$ cat config.mk
export PLATFORM = sky130hd
export DESIGN_NAME = uart_cmd_ctrl
export DESIGN_NICKNAME = d
export VERILOG_FILES = /design/src/rtl/uart_cmd_ctrl.sv
export SDC_FILE = /design/constraint.sdc
export NUM_CORES = 1
export LEC_CHECK = 0
export BUFFER_PORTS_ARGS = -buffer_cell sky130_fd_sc_hd__buf_2
export CORE_MARGIN = 2
export CORE_UTILIZATION = 53
export DETAILED_ROUTE_END_ITERATION = 8
export PLACE_DENSITY = 0.78
export SLEW_MARGIN = 40
export SYNTH_ARGS = -nofsm -noshare
export SYNTH_HDL_FRONTEND = slang
export SYNTH_SLANG_ARGS = --single-unit
$ cat constraint.sdc
create_clock -name clk -period 2.51 [get_ports clk]
set_clock_uncertainty 0.15 [all_clocks]
set_input_delay 0.502 -clock clk [delete_from_list [all_inputs] [get_ports clk]]
set_output_delay 0.502 -clock clk [all_outputs]
set_load 0.01 [all_outputs]
$ cat src/rtl/uart_cmd_ctrl.sv
// uart_cmd_ctrl: command sequencer between the UART RX/TX FIFOs and the
// stopwatch/watch core. Pops one ASCII byte at a time, decodes it into
// control levels/pulses and answers with an echo or a NAK byte.
//
// Ports
//   clk, rst          clock, synchronous active-high reset
//   rx_empty/rx_rdata RX FIFO status and read data (valid cycle after rx_rd)
//   rx_rd             RX FIFO pop strobe (combinational from state, IDLE only)
//   tx_full           TX FIFO full flag
//   tx_wr/tx_wdata    TX FIFO push strobe (combinational from state, SEND only)
//                     and registered response byte
//   run_o, mode_o     levels toggled by 'R' / 'M'
//   clear_o, up_o,    one-cycle pulses for 'C' / 'U' / 'D'
//   down_o
//   err_cnt           saturating count of unrecognised bytes
module uart_cmd_ctrl #(
  parameter bit         ECHO_EN   = 1'b1,
  parameter logic [7:0] NAK_CHAR  = 8'h3F,
  parameter bit         CASE_FOLD = 1'b1
) (
  input  logic       clk,
  input  logic       rst,
  input  logic       rx_empty,
  input  logic [7:0] rx_rdata,
  output logic       rx_rd,
  input  logic       tx_full,
  output logic       tx_wr,
  output logic [7:0] tx_wdata,
  output logic       run_o,
  output logic       mode_o,
  output logic       clear_o,
  output logic       up_o,
  output logic       down_o,
  output logic [7:0] err_cnt
);

  localparam logic [1:0] S_IDLE   = 2'd0;
  localparam logic [1:0] S_FETCH  = 2'd1;
  localparam logic [1:0] S_DECODE = 2'd2;
  localparam logic [1:0] S_SEND   = 2'd3;

  localparam logic [7:0] CH_R = 8'h52;
  localparam logic [7:0] CH_M = 8'h4D;
  localparam logic [7:0] CH_C = 8'h43;
  localparam logic [7:0] CH_U = 8'h55;
  localparam logic [7:0] CH_D = 8'h44;

  logic [1:0] state_q, state_d;
  logic [7:0] cmd_q, cmd_d;
  logic [7:0] resp_q, resp_d;
  logic       run_q, run_d;
  logic       mode_q, mode_d;
  logic       clear_q, clear_d;
  logic       up_q, up_d;
  logic       down_q, down_d;
  logic [7:0] err_q, err_d;

  logic [7:0] folded;
  logic       is_valid;

  // Case fold touches only 'a'..'z'; everything else passes unchanged.
  always_comb begin
    folded = cmd_q;
    if (CASE_FOLD && (cmd_q >= 8'h61) && (cmd_q <= 8'h7A)) begin
      folded = cmd_q - 8'h20;
    end
  end

  assign is_valid = (folded == CH_R) || (folded == CH_M) || (folded == CH_C) ||
                    (folded == CH_U) || (folded == CH_D);

  // FIFO strobes depend only on state and flags so the pop/push happens in
  // the same cycle the decision is made; both are suppressed while in reset.
  assign rx_rd    = !rst && (state_q == S_IDLE) && !rx_empty;
  assign tx_wr    = !rst && (state_q == S_SEND) && !tx_full;
  assign tx_wdata = resp_q;

  assign run_o   = run_q;
  assign mode_o  = mode_q;
  assign clear_o = clear_q;
  assign up_o    = up_q;
  assign down_o  = down_q;
  assign err_cnt = err_q;

  // Next-state and registered-output logic.
  always_comb begin
    state_d = state_q;
    cmd_d   = cmd_q;
    resp_d  = resp_q;
    run_d   = run_q;
    mode_d  = mode_q;
    clear_d = 1'b0;
    up_d    = 1'b0;
    down_d  = 1'b0;
    err_d   = err_q;

    case (state_q)
      S_IDLE: begin
        if (!rx_empty) state_d = S_FETCH;
      end
      S_FETCH: begin
        cmd_d   = rx_rdata;
        state_d = S_DECODE;
      end
      S_DECODE: begin
        case (folded)
          CH_R:    run_d   = !run_q;
          CH_M:    mode_d  = !mode_q;
          CH_C:    clear_d = 1'b1;
          CH_U:    up_d    = 1'b1;
          CH_D:    down_d  = 1'b1;
          default: if (err_q != 8'hFF) err_d = err_q + 8'd1;
        endcase
        resp_d  = is_valid ? folded : NAK_CHAR;
        state_d = (is_valid && !ECHO_EN) ? S_IDLE : S_SEND;
      end
      S_SEND: begin
        if (!tx_full) state_d = S_IDLE;
      end
      default: state_d = S_IDLE;
    endcase
  end

  // State and output registers.
  always_ff @(posedge clk) begin
    if (rst) begin
      state_q <= S_IDLE;
      cmd_q   <= 8'h00;
      resp_q  <= 8'h00;
      run_q   <= 1'b0;
      mode_q  <= 1'b0;
      clear_q <= 1'b0;
      up_q    <= 1'b0;
      down_q  <= 1'b0;
      err_q   <= 8'h00;
    end else begin
      state_q <= state_d;
      cmd_q   <= cmd_d;
      resp_q  <= resp_d;
      run_q   <= run_d;
      mode_q  <= mode_d;
      clear_q <= clear_d;
      up_q    <= up_d;
      down_q  <= down_d;
      err_q   <= err_d;
    end
  end

endmodule

==> results of run 1 <==
-- critical path, cell delays in order, from the launching register on --
cell	delay [ps]
dfxtp_1	520
xor2_1	240
mux2i_2	330
o21ai_4	150
a2111oi_4	380
mux2_1	350
-- layout by cell type (no fill, tap or decap), drive strengths merged, types with 2 or more instances in the layout --
cell,netlist,final
o21ai,3,3
nand3,10,10
dfxtp,31,31
clkbuf,6,8
nor2b,11,11
o21a,5,5
nor3b,3,3
nor4,2,2
nand2b,3,3
nand2,5,5
inv,7,7
a2111oi,2,2
ha,7,7
mux2i,10,10
nor2,37,37
a21oi,4,4
a211oi,5,5
nand4,2,2
mux2,9,9
nor3,2,2
buf,4,37
-- state kept, by name, summed over array words and instances (netlist names) --
signal / cells
tx_wdata: 8
down_o: 1
up_o: 1
clear_o: 1
mode_o: 1
state_q: 2
run_o: 1
err_cnt: 8
cmd_q: 8
-- cell type report --
class | instances | area [sq um]
multi-input combinational | 127 | 888.4
timing repair buffer | 37 | 192.7
fill | 249 | 969.7
clock buffer | 8 | 68.82
sequential | 31 | 620.6
inverter | 7 | 26.28
tap | 31 | 38.79
-- logic make-up after synthesis --
family / share of synthesized area [%]
compound gates: 13.43
xor+xnor: 0.5500
fa+ha+maj: 5.499
buf+inv: 5.263
flops: 38.96
mux: 12.88
simple gates: 23.41
-- metrics by stage --
stage | worst slack (ps) | cell area, sq um | power (mW) | util [%]
after floorplan | 432.8 | 1593 | 1.150 | -
after global placement | 403.1 | 1767 | 1.267 | 62.98
after detailed placement | 299.6 | 1767 | 1.300 | 62.98
after CTS | 274.7 | 1836 | 1.632 | 65.43
after global routing | 148.4 | 1836 | 1.738 | 65.43
final | 271.1 | 1836 | 1.620 | 65.43
-- how the worst min path moves through the flow --
stage / from / end / slack, ps / depth (start not counted)
after CTS: rx_rdata[3] / cmd_q[3]$_SDFFE_PP0N_ / 240 / 3
final: rx_rdata[6] / cmd_q[6]$_SDFFE_PP0N_ / 250 / 3
after floorplan: cmd_q[7]$_SDFFE_PP0N_ / cmd_q[7]$_SDFFE_PP0N_ / 300 / 2
after detailed placement: tx_wdata[7]$_SDFFE_PP0P_ / tx_wdata[7]$_SDFFE_PP0P_ / 320 / 1
after global placement: tx_wdata[6]$_SDFFE_PP0P_ / tx_wdata[6]$_SDFFE_PP0P_ / 310 / 2
after global routing: rx_rdata[3] / cmd_q[3]$_SDFFE_PP0N_ / 250 / 3
-- routing by layer --
layer	part of all wire, %	wire length [um]
met1	44	1454
met3	4.7	156
met5	0	0
met4	1.4	45
met2	50	1674
-- where the power goes --
part | switching, mW | internal, mW
Combinational | 0.344 | 0.258
Clock | 0.168 | 0.165
Sequential | 0.0978 | 0.586
Total | 0.610 | 1.01
==> flow_summary.json, run 1 <==
{
  "status": "finished with violations",
  "violations": "design-rule violations",
  "critPathKind": "reg2reg",
  "reg2regPathDepth": 5,
  "clockBufferDepth": 2,
  "synthArstFlopShare_pct": 0,
  "diodes": 0,
  "routedWlPerCell_um": 13.82,
  "synth_most_common_cell": "nor2_1",
  "row_count": 19,
  "crit_path_end": "err_cnt[5]$_SDFFE_PP0P_",
  "syn_to_final_growth_pct": 15.24,
  "ys_top_cells_by_area": "dfxtp_1, nor2_1, mux2i_1, ha_1, mux2_2",
  "cap_violations": 0,
  "synth_fp_nets": 194,
  "finalSetupViolCount": 0,
  "netlist_area_sq_mm": 0.001593,
  "r2r_start": "cmd_q[4]$_SDFFE_PP0N_",
  "fin_cells": 241,
  "tritoncts": "done",
  "setup.worst_path.start_class": "flip-flop",
  "drive_gt1_share_pct": 27.62,
  "die_area_sq_mm": 0.003460,
  "p_per_area_mw_per_mm2": 882.4,
  "rsz0062_at_grt": "no",
  "met3_usage_pct": 5.934,
  "timing.final.crit_share_pct": 89.20,
  "max_slew.worst_pin.slew_ps": 502.6,
  "endpoint_kind": "flip-flop",
  "cts-buffers-inserted": 5,
  "grt.overflow.total": 0,
  "nets": 228,
  "met1_usage_pct": 23.60,
  "synth-main-ff-cell": "dfxtp_1",
  "cts_resized": 0,
  "synthCells": 175,
  "grtUsageTotal_pct": 20.56,
  "start_util_pct": 56.78,
  "use_met2_pct": 36.83,
  "drt-initial-drc-count": 45,
  "synth_commonest_cells": "nor2_1, dfxtp_1, nor2b_1",
  "core_sq_mm": 0.002805,
  "grt_pass1_wl_mm": 5.416,
  "io_pins": 35,
  "ctsHoldBuffers": 0,
  "yosysWarnings": 0,
  "dpl.cell_count": 233,
  "place_congestion": 0.8741,
  "critPathMaxFanout": 9,
  "ant_nets": 0,
  "leakage_nw": 0.7934,
  "drv_slew": 0,
  "dp_hpwl_mm": 2.464,
  "top_usage_layer": "met2",
  "cts_sinks": 31,
  "max_freq_mhz": 446.7,
  "die_y_um": 58.82,
  "syn_avg_cell_area_sq_um": 9.102,
  "antenna_found_initial": 0,
  "cp.arrival_ps": 2310,
  "min_period_ps": 2239,
  "die_w_um": 58.82,
  "hold_class": "in2reg",
  "h-tree-depth": 2,
  "viasPerCell": 5.465,
  "cts_root_buf": "clkbuf_4",
  "critPathLaunch": "cmd_q[4]$_SDFFE_PP0N_",
  "relSlewSlack_pct": 66.50,
  "grt_max_degree": 41,
  "r2r_setup_slack_ps": 270,
  "ys_seq_area_share_pct": 38.96,
  "netlist.area_leader.share_pct": 38.96,
  "hold_violations": 0,
  "synth_cell_type_count": 36,
  "setup_tns_ps": 0,
  "synth_edf_count": 0,
  "numPortBuffers": 34,
  "clk_latency_ps": 330,
  "cp.required_ps": 2580,
  "drcViolationCount": 3,
  "clkSlewWorstSetupHoldPaths_ps": 100,
  "drt-pass1-iter-count": 6,
  "r2r-end": "err_cnt[5]$_SDFFE_PP0P_",
  "holdWs_ps": 251.9,
  "peakVddDrop_v": 0.0004749,
  "ys_ff_latch": 31,
  "wl_mm": 3.330,
  "grt_pass1_vias": 1242,
  "yosysTopAreaCell": "dfxtp_1",
  "vias": 1317,
  "cts_setup_buffers": 0
}
Power figures use the tool's default switching activity.
==> run 2: changes to the inputs <==
CORE_UTILIZATION = 48   (was 53)
PLACE_DENSITY = 0.75   (was 0.78)
clock period = 2 ns   (was 2.51 ns; I/O delays follow)
==> run 2 against run 1 <==
  * The run ends with negative setup slack left
  * Cell count increased by 12%
  * Total power increased by 38%
  * Cell area increased by 14%
  * Worst setup slack got worse by 290 ps
  * Utilization increased by 1.9 points
==> flow_summary.json, run 2 (synthesis gave the netlist of run 1 again) <==
{
  "leakage_nw": 0.8757,
  "clk_latency_ps": 330,
  "clockBufferDepth": 2,
  "antenna_found_initial": 0,
  "dpl.cell_count": 261,
  "dp_hpwl_mm": 2.745,
  "core_sq_mm": 0.003103,
  "critPathKind": "reg2reg",
  "hold_class": "in2reg",
  "mostFrequentLayoutCells": "nor2_1, buf_2, dfxtp_1",
  "syn_to_final_growth_pct": 31.19,
  "drt-initial-drc-count": 39,
  "h-tree-depth": 2,
  "holdWs_ps": 150.6,
  "place_area_sq_mm": 0.001977,
  "timing.final.crit_share_pct": 100.7,
  "drive_gt1_share_pct": 41.15,
  "rsz0062_at_grt": "yes",
  "p_per_area_mw_per_mm2": 1073,
  "hold_violations": 0,
  "cts_sinks": 31,
  "grt_pass1_vias": 1288,
  "setup.worst_path.start_class": "flip-flop",
  "setup_tns_ps": -25.51,
  "diodes": 0,
  "dp_slack_ps": -46.09,
  "grt_max_degree": 22,
  "peakVddDrop_v": 0.0005548,
  "place_congestion": 0.8037,
  "routedWlPerCell_um": 13.61,
  "drt-pass1-iter-count": 4,
  "clkSlewWorstSetupHoldPaths_ps": 90,
  "relSlewSlack_pct": 68.47,
  "multi_input_area_sq_mm": 0.001003,
  "io_pins": 35,
  "tritoncts": "done",
  "max_freq_mhz": 496.3,
  "endpoint_kind": "flip-flop",
  "die_w_um": 61.61,
  "cp.required_ps": 2070,
  "fin_util_pct": 67.34,
  "grt_pass1_wl_mm": 5.885,
  "layout.filler_cells": 268,
  "row_count": 20,
  "status": "finished with violations",
  "viasPerCell": 5.215,
  "numPortBuffers": 34,
  "vias": 1408,
  "regArea_sq_um": 629.4,
  "max_slew.worst_pin.slew_ps": 473.0,
  "grt.overflow.total": 0,
  "start_util_pct": 51.33,
  "drv_slew": 0,
  "hold_depth": 3,
  "grtUsageTotal_pct": 21.68,
  "die_area_sq_mm": 0.003795,
  "die_y_um": 61.61,
  "wl_mm": 3.674,
  "post-route-cell-area_sq_mm": 0.002090,
  "power_mw": 2.242,
  "cap_violations": 0,
  "finalSetupViolCount": 2,
  "violations": "negative setup slack",
  "fin_cells": 270,
  "nets": 244,
  "mostFrequentLayoutCell": "nor2_1",
  "ant_nets": 0,
  "setup_ws_ps": -14.94,
  "cp.arrival_ps": 2090,
  "reg2regPathDepth": 8,
  "drcViolationCount": 0,
  "cts_root_buf": "clkbuf_4",
  "min_period_ps": 2015,
  "critPathMaxFanout": 12,
  "cts-buffers-inserted": 5
}
## run 2: changes by cell type in the layout (fill, tap and decap cells not counted), sizes merged
cell | previous run | this run
buf | 37 | 53
clkbuf | 8 | 7
clkinv | 0 | 1
## run 2: metal layers
| metal | global-route usage, % | wire, um |
|---|---|---|
| met1 | 25.68 | 1652 |
| met2 | 37.89 | 1817 |
| met3 | 6.933 | 166 |
| met4 | 5.471 | 38 |
| met5 | 0 | 0 |
## run 2: repair_timing
| action | 4_1_cts | 5_1_grt |
|---|---|---|
| endpoints found under the setup margin | 2 | 14 |
| pin swaps | 0 | 4 |
| setup buffers | 1 | 0 |
| resized for setup | 3 | 10 |
| hold buffers | 0 | 0 |
| endpoints found under the hold margin | 0 | 0 |
## run 2: final timing paths
path | start | end | slack, ps
worst max-delay path | cmd_q[5]$_SDFFE_PP0N_ | err_cnt[5]$_SDFFE_PP0P_ | -10
worst min-delay path | rx_rdata[5] | cmd_q[5]$_SDFFE_PP0N_ | 150
worst max register to register | cmd_q[5]$_SDFFE_PP0N_ | err_cnt[5]$_SDFFE_PP0P_ | -10
worst min register to register | tx_wdata[7]$_SDFFE_PP0P_ | tx_wdata[7]$_SDFFE_PP0P_ | 330
## run 2: cell type report
type                       count  area share [%]
inverter                       7           1.257
clock inverter                 1          0.2395
clock buffer                   7           2.156
tap                           44           2.635
multi-input combinational    127           48.02
sequential                    31           30.12
timing repair buffer          53           15.57
## run 2: power by group
group | total (mW) | switching, mW | internal [mW]
registers | 0.848 | 0.105 | 0.743
clock network | 0.347 | 0.211 | 0.137
logic | 1.05 | 0.557 | 0.490
## run 2: worst max-delay path, stage by stage, from the launching register on
cell and delay (ps):
dfxtp_2 370, inv_2 70, ha_4 260, o21ai_1 50, nand3b_1 130, a211oi_4 60
buf_12 170, a2111oi_4 310, mux2_4 330
